File: src/rtl/sd_pkg.sv
// Shared constants for the SD command/response path.
// Holds the CRC7 geometry and polynomial plus the command frame length so
// that the CRC block and its users agree on a single definition.
package sd_pkg;

  // Width of the command/response checksum field.
  localparam int CRC7_LEN = 7;

  // Feedback taps for x^7 + x^3 + 1; the x^7 term is implicit.
  localparam logic [CRC7_LEN-1:0] CRC7_POLY = 7'h09;

  // Start bit, transmission bit, 6-bit index and 32-bit argument.
  localparam int CMD_LEN = 40;

  typedef logic [CRC7_LEN-1:0] crc7_t;

endpackage : sd_pkg

File: src/rtl/crc7.sv
// Bit-serial CRC7 generator/checker for SD commands and responses.
// The frame is shifted in MSB-first while iunload is low.  Raising iunload
// then streams the 7-bit checksum out MSB-first on ocrc, zero-filling the
// register as it goes, so a fully unloaded register is back at zero.
// Optional feature: define CRC7_CHECK_EN to add ocrc_ok, which flags a
// zero remainder after message plus received CRC have been accumulated.
module crc7
  import sd_pkg::*;
#(
  parameter logic [CRC7_LEN-1:0] POLY = CRC7_POLY
) (
  input  logic iclk,
  input  logic irst,
  input  logic idata,
  input  logic iunload,
  output logic ocrc
`ifdef CRC7_CHECK_EN
  ,
  output logic ocrc_ok
`endif
);

  crc7_t r_q;
  crc7_t r_d;
  logic  fb;

  // Next-state: LFSR step while accumulating, plain zero-fill shift while unloading.
  always_comb begin
    r_d = {r_q[CRC7_LEN-2:0], 1'b0};
    fb  = idata ^ r_q[CRC7_LEN-1];
    if (!iunload && fb) begin
      r_d = {r_q[CRC7_LEN-2:0], 1'b0} ^ POLY;
    end
  end

  // Register update with reset taking priority over both modes.
  always_ff @(posedge iclk) begin
    if (irst) begin
      r_q <= '0;
    end else begin
      r_q <= r_d;
    end
  end

  assign ocrc = r_q[CRC7_LEN-1];

`ifdef CRC7_CHECK_EN
  assign ocrc_ok = (r_q == '0);
`endif

endmodule : crc7

File: config.mk
export PLATFORM = sky130hd
export DESIGN_NAME = crc7
export DESIGN_NICKNAME = d
export VERILOG_FILES = /design/src/rtl/sd_pkg.sv /design/src/rtl/crc7.sv
export SDC_FILE = /design/constraint.sdc
export NUM_CORES = 1
export LEC_CHECK = 0
export BUFFER_PORTS_ARGS = -buffer_cell sky130_fd_sc_hd__buf_4
export CORE_AREA = 8 8 45 47
export CTS_CLUSTER_SIZE = 28
export DETAILED_ROUTE_END_ITERATION = 10
export DIE_AREA = 0 0 53 55
export GPL_TIMING_DRIVEN = 0
export PLACE_DENSITY_LB_ADDON = 0.3
export REMOVE_ABC_BUFFERS = 1
export SETUP_SLACK_MARGIN = 0.15
export SYNTH_ARGS = -nofsm -noshare
export SYNTH_HDL_FRONTEND = slang
export SYNTH_SLANG_ARGS = --single-unit
export TNS_END_PERCENT = 30
File: constraint.sdc
create_clock -name iclk -period 0.85 [get_ports iclk]
set_input_delay 0.085 -clock iclk [delete_from_list [all_inputs] [get_ports iclk]]
set_output_delay 0.085 -clock iclk [all_outputs]
set_load 0.02 [all_outputs]
==> impl_metrics.csv, run 1 <==
group,metric,value,unit
timing,timing.fmax,1.05,GHz
detailed_routing,drc_errors,0,
placement,dpl.hpwl,225,um
synthesis,syn_area_per_cell,11.8,um^2
floorplanning,dieArea,0.00292,mm^2
floorplanning,coreArea,0.00138,mm^2
grt,grt_overflow_total,0,
floorplanning,start_util,0.146,
cells_and_area,top_register,"r_q",
hold_path,holdPathStages,2,
cts,cts_buffers,3,
grt,met3_usage,0.0535,
status,status,"finished, violations left",
cells_and_area,mostFrequentLayoutCells,"6 x dfxtp_1, 5 x nor2b_1, 4 x buf_4",
synthesis,netlist_instances,17,
synthesis,ys_ff_latch,7,
synthesis,ys_seq_area_frac,0.696,
placement,pre_cts_slack,-0.115,ns
setup_path,startpoint_type,"register",
cts,clkLatencyLatePin,0.25,ns
cells_and_area,final_common_cell,"dfxtp_1",
synthesis,ys_types,7,
hold_path,holdPathEnd,"r_q[0]",
setup_path,setup.worst_path.class,"reg -> reg",
cells_and_area,fill_cells,154,
cts,clock_sinks,7,
cells_and_area,final_area,287,um^2
grt,grt_pass1_vias,128,
cells_and_area,drive_gt1_frac,0.360,
timing,worst_pin_slew,0.172,ns
floorplanning,die_h,55,um
grt,grt_max_degree,8,
detailed_routing,post_drt_wl_per_cell,8.12,um
synthesis,syn_area,201,um^2
floorplanning,die_x,53,um
timing,period_share,1.13,
power,p_leak,0.114,nW
detailed_routing,num_vias,130,
run,drv_cap,0,
timing,slew_violations,0,
cts,cts_tree,"done",
detailed_routing,wl,333,um
cts,cts_max_level,1,
detailed_routing,via_per_inst,3.17,
detailed_routing,drt-initial-drc-count,0,
detailed_routing,ant_nets,0,
timing,hold_viol,0,
cells_and_area,fin_nets,30,
placement,place_inst,37,
status,violations,"negative setup slack",
setup_path,r2r_start,"r_q[6]",
setup_path,arrival,1.14,ns
timing,fin_skew,0.00521,ns
timing,setup_ws,-0.107,ns
synthesis,yosys_warnings,0,
grt,grtUsageMet2,0.0254,
grt,gr-max-usage-layer,"met3",
placement,place.gp.congestion,0.517,
power,worst_ir_drop_vdd,1160,uV
timing,max-slew-margin-rel,0.885,
cells_and_area,reg_top3,"r_q: 7 flops",
hold_path,hp-start,"iunload",
setup_path,worstPathRequired,1.03,ns
placement,portBuffers,4,
hold_path,hold_class,"in -> reg",
grt,grt_pass1_wl,600,um
timing,setup_viol,1,
cells_and_area,final_cells,41,
cts,clk_transition_reported_paths,0.05,ns
setup_path,worstPathMaxFanout,3,
placement,placed_area,251,um^2
cts,clockBufferDepth,2,
setup_path,endpoint_kind,"register",
floorplanning,io_pins,5,
grt,grt_usage,0.0339,
power,power.density,2350,mW/mm^2
cells_and_area,syn2layout_area_growth,42.2,%
cells_and_area,antenna_cells,0,
timing,setup_tns,-0.107,ns
cts,clockRootBuffer,"clkbuf_4",
timing,post-route-min-period,0.957,ns
cells_and_area,largest_reg_flops,7,
setup_path,rrSetupSlack,-0.11,ns
detailed_routing,dr.pass1.iters,1,
setup_path,r2r_cells,3,
floorplanning,rows,14,
timing,rsz0062_at_grt,"true",
grt,use_met1,0.0351,
grt,antenna_found_initial,0,
setup_path,reg2reg_to,"r_q[3]",
[metrics by stage]
step           total power [mW]  utilization  hold WS, ns
6_report                  0.674        0.207      0.00341
5_1_grt                   0.709        0.207      0.00196
4_1_cts                   0.691        0.207     -0.00281
3_5_place_dp              0.377        0.182        0.269
3_3_place_gp              0.376        0.182        0.265
2_1_floorplan             0.358            -        0.154
[how the worst max path moves through the flow]
stage / start / endpoint / slack [ns] / depth (start not counted)
2_1_floorplan: r_q[6] / r_q[3] / -0.20 / 3
3_3_place_gp: r_q[6] / r_q[3] / -0.11 / 3
3_5_place_dp: r_q[6] / r_q[3] / -0.12 / 3
4_1_cts: r_q[6] / r_q[3] / -0.12 / 3
5_1_grt: r_q[6] / r_q[3] / -0.17 / 3
6_report: r_q[6] / r_q[3] / -0.11 / 3
[cells by family (layout without fill, tap and decap cells)]
logic type / count (synthesis) / in the layout / share of synthesized area
xor gates and xnor gates: 1 / 1 / 0.0435
DFF: 7 / 7 / 0.696
and+or+nand+nor: 7 / 7 / 0.211
AOI/OAI and AO/OA: 2 / 2 / 0.0496
buffers and inverters: 0 / 8 / 0
[worst max-delay path, cell delays in order, from the launching register on]
cell and delay (ns):
dfxtp_2 0.33, xnor2_2 0.14, or3_1 0.31, a21oi_1 0.11
[layout make-up]
class	count	area, um^2	share of cell area
clock buffer	4	26.3	0.0917
multi-input combinational	10	68.8	0.240
sequential	7	141	0.493
tap	16	20.0	0.0699
timing repair buffer	4	30.0	0.105
[synthesized netlist by cell type]
master   number  share of area
a21oi_1       1          0.025
dfxtp_1       7           0.70
nor2b_1       5           0.16
nor3_1        1          0.025
o21ai_0       1          0.025
or3_1         1          0.031
xnor2_1       1          0.043
[metal layers]
| layer | part of all wire | vias to the layer above |
|---|---|---|
| met2 | 0.25 | 8 |
| met5 | 0 | - |
| met1 | 0.51 | 49 |
| met4 | 0.024 | 0 |
| met3 | 0.21 | 2 |
| li1 | - | 71 |
[power by group]
group | internal (mW) | leakage, nW | switching (mW)
Sequential | 0.338 | 0.0575 | 0.00205
Combinational | 0.0190 | 0.0420 | 0.0131
Clock | 0.179 | 0.0150 | 0.123
[timing repair]
item,in CTS,in global routing
setup buffers,0,0
pin swaps,3,0
endpoints found under the hold margin,1,0
resized for setup,2,0
setup endpoints to repair,3,3
Note: power is estimated with default switching activity, not from simulation.
==> inputs of run 2 (changes only) <==
CTS_CLUSTER_DIAMETER = 50   (was unset)
REMOVE_ABC_BUFFERS = unset   (was 1)
clock period = 0.8 ns   (was 0.85 ns; I/O delays follow)
==> run 2 against run 1 <==
- setup slack worse by 0.087 ns
- cell count unchanged
- clock-buffer cell count stayed put
- critical path type unchanged
- clock skew fell by 0.0011 ns
- global-route usage is 0.28 points lower
- combinational power up 13%
- critical path depth stayed put
- the run still ends with negative setup slack left
- via count up 11%
==> impl_metrics.csv, run 2 (same netlist as run 1, synthesis figures left out) <==
group,metric,value,unit
detailed_routing,via_per_inst,3.51,
grt,met3_usage,0.0508,
power,power.density,2400,mW/mm^2
cts,clk_transition_reported_paths,0.05,ns
cts,clockBufferDepth,2,
timing,setup_ws,-0.193,ns
cells_and_area,syn2layout_area_growth,45.3,%
cells_and_area,reg_top3,"r_q: 7 flops",
setup_path,path_cells,"xnor2_2 -> or3_1 -> a21oi_2",
status,status,"finished, violations left",
timing,post-route-min-period,0.993,ns
detailed_routing,num_vias,144,
power,p_leak,0.115,nW
grt,grt_max_degree,8,
cells_and_area,antenna_cells,0,
timing,rsz0062_at_grt,"true",
hold_path,hold_class,"in -> reg",
status,violations,"negative setup slack",
cts,post_cts_buffers,0,
cts,cts_hold_buf,0,
setup_path,endpoint_kind,"register",
floorplanning,start_util,0.146,
placement,placed_area,263,um^2
cts,clkLatencyLatePin,0.24,ns
grt,use_met1,0.0274,
cts,clock_sinks,7,
floorplanning,die_h,55,um
setup_path,startpoint_type,"register",
placement,place.gp.congestion,0.531,
power,worst_ir_drop_vdd,1080,uV
placement,place_inst,37,
grt,gr-max-usage-layer,"met3",
cells_and_area,mostFrequentLayoutCells,"6 x dfxtp_1, 5 x nor2b_1, 4 x buf_4",
floorplanning,rows,14,
cells_and_area,drive_gt1_frac,0.400,
cts,cts_buffers,3,
floorplanning,dieArea,0.00292,mm^2
timing,period_share,1.24,
detailed_routing,post_drt_wl_per_cell,8.22,um
grt,grt_pass1_wl,552,um
run,drv_cap,0,
cells_and_area,fin_nets,30,
grt,grt_pass1_vias,135,
timing,slew_violations,0,
setup_path,setup.worst_path.class,"reg -> reg",
detailed_routing,wl,337,um
synthesis,syn-num-nets,21,
cells_and_area,top_register,"r_q",
timing,max-slew-margin-rel,0.867,
floorplanning,coreArea,0.00138,mm^2
cts,cts_tree,"done",
cts,post_cts_resized,0,
cells_and_area,final_common_cell,"dfxtp_1",
grt,grt_overflow_total,0,
cells_and_area,final_area,293,um^2
placement,portBuffers,4,
timing,fin_skew,0.00416,ns
cts,clockRootBuffer,"clkbuf_4",
setup_path,critical_path.max_stage_delay,0.35,ns
setup_path,cpMaxStageDelayCell,"dfxtp_4",
cells_and_area,final_cells,41,
floorplanning,die_x,53,um
detailed_routing,drc_errors,0,
timing,setup_viol,2,
grt,grt_usage,0.0312,
grt,antenna_found_initial,0,
grt,grtUsageMet2,0.0332,
floorplanning,io_pins,5,
detailed_routing,drt-initial-drc-count,0,
detailed_routing,ant_nets,0,
timing,timing.fmax,1.01,GHz
timing,hold_viol,0,
setup_path,arrival,1.17,ns
cts,cts_max_level,1,
timing,worst_pin_slew,0.197,ns
cells_and_area,largest_reg_flops,7,
detailed_routing,dr.pass1.iters,1,
setup_path,worstPathMaxFanout,3,
setup_path,worstPathRequired,0.98,ns
-- run 2: area by class of cell --
class	instances	area [um^2]
repair buffers	4	30.0
multi-input cells	10	72.6
fillers	148	1090
clock buffers	4	26.3
well taps	16	20.0
flip-flops and latches	7	144
-- run 2: stage by stage --
stage                     TNS [ns]  power, mW  hold slack (ns)  setup slack [ns]   util
final                       -0.216      0.702          0.00958            -0.193  0.212
after global routing        -0.307      0.750          0.00472            -0.250  0.212
after CTS                   -0.224      0.720          0.00202            -0.189  0.209
after detailed placement    -0.163      0.400            0.260            -0.163  0.190
after global placement      -0.155      0.399            0.261            -0.155  0.190
after floorplan             -0.157      0.379            0.142            -0.157      -
-- run 2: final timing paths --
kind | from | end | slack [ns] | depth (start not counted)
hold reg to reg | r_q[3] | r_q[4] | 0.44 | 1
hold / removal | iunload | r_q[0] | 0.01 | 2
setup reg to reg | r_q[6] | r_q[3] | -0.19 | 3
setup / recovery | r_q[6] | r_q[3] | -0.19 | 3
-- run 2: metal layers --
metal / vias to the layer above / share of wire / wire length, um
met5: - / 0 / 0
met4: 0 / 0 / 0
met3: 0 / 0.24 / 81
met2: 8 / 0.32 / 108
met1: 64 / 0.44 / 148
li1: 72 / - / -
-- run 2: power breakdown --
part	internal (mW)	switching, mW
logic	0.0208	0.0155
registers	0.356	0.00250
clock network	0.189	0.118
total	0.567	0.136
-- run 2: worst max-delay path: cells and delay by family (launching register included) --
family          cells  cell delay [ns]
compound gates      1             0.11
xor+xnor            1             0.14
flops               1             0.35
simple gates        1             0.33
